## config.mk

```make
export PLATFORM = sky130hd
export DESIGN_NAME = rr_arb4
export DESIGN_NICKNAME = d
export VERILOG_FILES = /design/src/rtl/arb_pkg.sv /design/src/rtl/rr_pick.sv /design/src/rtl/rr_arb4.sv
export SDC_FILE = /design/constraint.sdc
export NUM_CORES = 1
export LEC_CHECK = 0
export CAP_MARGIN = 20
export CELL_PAD_IN_SITES_DETAIL_PLACEMENT = 1
export CELL_PAD_IN_SITES_GLOBAL_PLACEMENT = 1
export CORE_AREA = 2 2 39 41
export CTS_CLUSTER_DIAMETER = 100
export CTS_CLUSTER_SIZE = 40
export DETAILED_ROUTE_END_ITERATION = 6
export DIE_AREA = 0 0 41 43
export HOLD_SLACK_MARGIN = 0.03
export PLACE_DENSITY = 0.76
export SYNTH_ARGS = -nofsm -noshare
export SYNTH_HDL_FRONTEND = slang
export SYNTH_SLANG_ARGS = --single-unit
```

## constraint.sdc

```tcl
create_clock -name clk -period 3.8 [get_ports clk]
set_input_delay 0.76 -clock clk [delete_from_list [all_inputs] [get_ports clk]]
set_output_delay 0.76 -clock clk [all_outputs]
set_load 0.005 [all_outputs]
```

## src/rtl/arb_pkg.sv

```systemverilog
// arb_pkg: shared sizes and FSM state encoding for the 4-way round-robin arbiter
package arb_pkg;
    localparam int N_REQ = 4;
    localparam int SEL_W = 2;
    typedef enum logic {
        IDLE  = 1'b0,
        GRANT = 1'b1
    } state_t;
endpackage

```

## src/rtl/rr_pick.sv

```systemverilog
// rr_pick: rotating-priority encoder, first set req bit at or above ptr with wrap
module rr_pick
    import arb_pkg::*;
(
    input  logic [N_REQ-1:0] req,
    input  logic [SEL_W-1:0] ptr,
    output logic [SEL_W-1:0] idx,
    output logic             valid
);
    logic [SEL_W-1:0] j;
    // scan from the farthest offset down so the nearest set bit to ptr wins
    always_comb begin
        idx = '0;
        j   = '0;
        for (int i = N_REQ - 1; i >= 0; i--) begin
            j = ptr + SEL_W'(i);
            if (req[j]) idx = j;
        end
    end
    assign valid = |req;
endmodule

```

## src/rtl/rr_arb4.sv

```systemverilog
// rr_arb4: 4-source round-robin grant FSM; ARB_TIMEOUT_EN adds a forced release after HOLD_MAX cycles
module rr_arb4
    import arb_pkg::*;
#(
    parameter int HOLD_MAX = 16
) (
    input  logic             clk,
    input  logic             rst_n,
    input  logic [N_REQ-1:0] req,
    input  logic             done,
    output logic [SEL_W-1:0] sel,
    output logic [N_REQ-1:0] gnt,
    output logic             busy,
    output logic             timeout
);
    state_t           state, nxt_state;
    logic [SEL_W-1:0] ptr, nxt_ptr, nxt_sel, pick_idx;
    logic             pick_valid, rel, expire, nxt_to;

    rr_pick u_pick (
        .req   (req),
        .ptr   (ptr),
        .idx   (pick_idx),
        .valid (pick_valid)
    );

    assign rel  = done | ~req[sel];
    assign busy = (state == GRANT);
    assign gnt  = busy ? (N_REQ'(1) << sel) : '0;

`ifdef ARB_TIMEOUT_EN
    localparam int CNT_W = $clog2(HOLD_MAX + 1);
    logic [CNT_W-1:0] cnt;
    assign expire = (cnt == CNT_W'(HOLD_MAX - 1)) & ~rel;
    // hold counter: zero outside GRANT so it starts fresh on each grant entry
    always_ff @(posedge clk or negedge rst_n) begin
        if (!rst_n) cnt <= '0;
        else        cnt <= busy ? cnt + 1'b1 : '0;
    end
    // timeout pulses for the one cycle following a forced release
    always_ff @(posedge clk or negedge rst_n) begin
        if (!rst_n) timeout <= 1'b0;
        else        timeout <= nxt_to;
    end
`else
    logic unused_hold;
    assign unused_hold = (HOLD_MAX > 0);
    assign expire      = 1'b0;
    assign timeout     = 1'b0;
`endif

    // next-state: grant the picked source from IDLE, release on done/req drop/expiry
    always_comb begin
        nxt_state = state;
        nxt_sel   = sel;
        nxt_ptr   = ptr;
        nxt_to    = 1'b0;
        if (state == IDLE) begin
            if (pick_valid) begin
                nxt_state = GRANT;
                nxt_sel   = pick_idx;
            end
        end else if (rel | expire) begin
            nxt_state = IDLE;
            nxt_ptr   = sel + 1'b1;
            nxt_to    = expire;
        end
    end

    // state, select and round-robin pointer registers
    always_ff @(posedge clk or negedge rst_n) begin
        if (!rst_n) begin
            state <= IDLE;
            sel   <= '0;
            ptr   <= '0;
        end else begin
            state <= nxt_state;
            sel   <= nxt_sel;
            ptr   <= nxt_ptr;
        end
    end
endmodule

```

After elaboration in Yosys (flattened, before gate mapping)
Cells that the tools add are included.

storage, ports and cells
  flip-flop bits (word level) = 5
  bits in latches = 0
  bits in writable memories = 0
  bits in read-only memories = 0
  bits of input ports = 7
  word-level logic and storage cells = 37
  memories kept = 0

cells by class
  add/sub/neg operators = 4
  $mul = 0
  divide/modulo/power cells = 0
  magnitude comparators = 5
  equal/unequal tests = 0
  shifts and indexed selects = 1
  mux-type cells = 18
  bitwise operators = 3
  reductions and logical operators = 3

operator list
  cell                                                                   number
  2-bit by 3-bit < comparator with 1-bit output (second input constant)  5
  1-bit binary-select mux with 2-bit select                              5
  1-bit two-way mux                                                      8
  2-bit two-way mux                                                      4
  2-bit by 1-bit adder with 2-bit output (second input constant)         2
  2-bit adder (second input constant)                                    2
  4-bit two-way mux                                                      1
  2-bit AND reduction                                                    2
  4-bit OR reduction                                                     1
  1-bit by 2-bit left shift with 4-bit output (first input constant)     1
  1-bit inverter                                                         2
  1-bit bitwise OR                                                       1

Logic depth before layout (Yosys ltp)
  word-level depth = 7
  mapped depth = 3
  depth with buffers taken out = 3

Cells and area by module
From an unflattened synthesis, not the netlist that was laid out.

second synthesis, totals
  cell total of the unflattened synthesis = 43
  area total of the unflattened synthesis = 405.4 um^2

modules (own cells, without submodules)
  module   times used  cells an instance  area an instance (um^2)
  rr_arb4  1           30                 327.8
  rr_pick  1           13                 77.6

Worst setup path before layout
Ideal clock, no wire load.

  kind = register to output
  start = reg sel[0]
  end = out gnt[0]
  data arrival time = 0.870 ns
  setup slack = 2.170 ns
  cell stages (with the launch flop) = 4
  buffers on the path = 0
  cells stage by stage = dfrtp_1 > inv_1 > ha_1 > and2_1

on the way
  cells in the longest elaborated chain, start to end = 2

RTL lines
  what                                         line           source
  start, declared                              rr_arb4.sv:11  output logic [SEL_W-1:0] sel,
  start signal, assigned                       rr_arb4.sv:78  sel <= nxt_sel;
  1-bit by 2-bit left shift with 4-bit output  rr_arb4.sv:29  assign gnt = busy ? (N_REQ'(1) << sel) : '0;
  4-bit two-way mux                            rr_arb4.sv:29
  end, declared                                rr_arb4.sv:12  output logic [N_REQ-1:0] gnt,

No other way between the ends.

Worst setup path after layout
Ends and elaborated chain as after synthesis.

==> reports/metrics.cfg <==
[die]
core_um2 = 1380
io_pins = 15
num_rows = 14
die_x_um = 41
start_util_pct = 29.7
die-area_um2 = 1760
die_h_um = 43

[cts]
clock-sinks = 5
clock_latency_ns = 0.25
cts_hold_buf = 0
post-cts-setup-buffers = 0
ctsRootBufferMaster = clkbuf_4
cts_buffers = 3
cts_tree = done
clkSlewWorstSetupHoldPaths_ns = 0.04
cts_resized = 0
cts.path.max_buffers = 2
h-tree-depth = 1

[timing]
finalSetupTns_ns = 0
fin_crit_ns = 2.40
rsz0062_at_grt = no
hold_violations = 0
skew_ns = 0.00407
finalMaxSlewViolations = 0
max_freq_ghz = 0.417
whs_ns = 0.586
finalCritPeriodShare_pct = 63.1
setup_viol = 0

[grt]
grt_pass1_wl_mm = 1.44
antenna_found_initial = 0
track_usage_pct = 12.9
grt_max_degree = 11
first_global_vias = 344
overflow = 0

[synth]
netlist_area_um2 = 412
synth-seq-area-share_pct = 30.4
synth_nets = 53
ys_types = 22
syn_inst = 42
yosysWarnings = 0
ys_seq_elements = 5
syn_avg_cell_area_um2 = 9.80

[critical_path]
path_class = reg2out
crit_start = sel[0]$_DFFE_PN0P_
rrSetupSlack_ns = 2.38
cp_data_required_time_ns = 3.04
cp.arrival_ns = 1.64
reg2reg_depth = 3
reg2reg_from = sel[0]$_DFFE_PN0P_
crit_path_start_kind = register
path_max_fanout = 8
end_kind = primary output
r2r_end = ptr[1]$_DFFE_PN0P_

[job]
cap_violations = 0

[route]
met1_length_um = 374
route.vias.total = 356
post-route-drc-count = 0
highest_layer = met4
detail-route-antenna-nets = 0
first_pass_iters = 3
avgRoutedWirePerCell_um = 11.5
wl_met3_um = 39
wl_met2_um = 407
vias_per_cell = 4.81
drtIter0Drc = 2
routed_wl_um = 849

[final_layout]
antenna_cells = 0
area_delta_synth_final_pct = 41.0
drive_gt1_share_pct = 10.3
num-nets-final = 70

[pwr]
peakVddDrop_v = 0.000224
finalPower_mw = 0.396
powerDensity_nw_per_um2 = 682
p_leak_nw = 0.255

[hold_path]
hold_path_class = reg2reg
hold_end = ptr[0]$_DFFE_PN0P_
worstHoldStart = ptr[0]$_DFFE_PN0P_
whs_path_depth = 2

[outcome]
outcome = completed

[placement]
io_buffers = 13
dp_hpwl_um = 679
place_congestion = 0.761

-- per-stage QoR --
stage,cells,worst slack (ns),cell area (um2),utilization (%)
floorplan,42,2.17,412,-
global placement,70,1.65,554,40.1
detailed placement,70,1.62,554,40.1
CTS,74,1.38,581,42.0
global route,74,1.31,581,42.0
finish,74,1.40,581,42.0
-- registers in the layout (all words and copies together), names as in the netlist --
signal and count:
busy 1, ptr 2, sel 2
-- placed cells by master, fill, tap and decap left out, types with 2 or more instances in the layout --
cell type and instances:
inv_1 4, mux2i_1 4, a21oi_1 2, clkbuf_4 3, clkdlybuf4s50_1 13, dfrtp_1 5
o31ai_1 2, and2_1 4, nand2b_1 2, o21ai_0 2, ha_1 4
-- worst max path at each step --
stage               cells after the start            endpoint  slack (ns)
floorplan                               3              gnt[0]        2.17
global placement                        4  ptr[1]$_DFFE_PN0P_        1.65
detailed placement                      4  ptr[1]$_DFFE_PN0P_        1.62
CTS                                     4              gnt[0]        1.38
global route                            4              gnt[0]        1.31
finish                                  4              gnt[0]        1.40
-- critical path, cell delays in order, from the launching register on --
cell and delay (ns):
dfrtp_1 0.51, inv_1 0.11, ha_1 0.21, and2_1 0.13, clkdlybuf4s50_1 0.43
-- Yosys cell counts --
cell type	number	share of area [%]
or2_1	1	1.5
nand2_1	1	0.91
mux2i_1	4	9.7
a221oi_1	1	2.1
or2_4	1	2.1
nor2b_1	1	1.5
nand2b_1	2	3.0
buf_4	1	1.8
o31ai_1	2	3.6
a21oi_1	2	2.4
o21ai_0	2	2.4
ha_1	4	12
inv_1	4	3.6
mux2_1	1	2.7
and2_1	4	6.1
o221ai_2	1	3.6
o22ai_1	1	1.5
conb_1	1	0.91
o2bb2ai_1	1	2.1
a21bo_1	1	2.4
dfrtp_1	5	30
nor4_2	1	3.0
-- final cells by class --
| class | count | area (um2) |
|---|---|---|
| Multi-Input combinational cell | 32 | 264 |
| Clock buffer | 4 | 26.3 |
| Timing Repair Buffer | 13 | 130 |
| Inverter | 4 | 15.0 |
| Sequential cell | 5 | 125 |
| Fill cell | 170 | 803 |
| Tap cell | 16 | 20.0 |
-- per-layer routing --
layer / up-vias / GRT usage, %
li1: 178 / -
met2: 14 / 19.4
met1: 162 / 14.8
met3: 2 / 1.57
met4: 0 / 12.0
met5: - / 0
-- where the power goes --
group / leakage [nW] / switching (mW) / internal [mW] / total [mW]
clock network: 0.0150 / 0.0226 / 0.0397 / 0.0623
logic: 0.181 / 0.0740 / 0.128 / 0.202
registers: 0.0590 / 0.0507 / 0.0810 / 0.132
-- logic make-up after synthesis --
group / Yosys count / synth area share (%)
compound gates: 11 / 20.4
fa+ha+maj: 4 / 12.2
buf+inv: 5 / 5.47
flops: 5 / 30.4
mux: 5 / 12.5
other cells: 1 / 0.911
simple gates: 11 / 18.2
(Power assumes the default switching activity.)
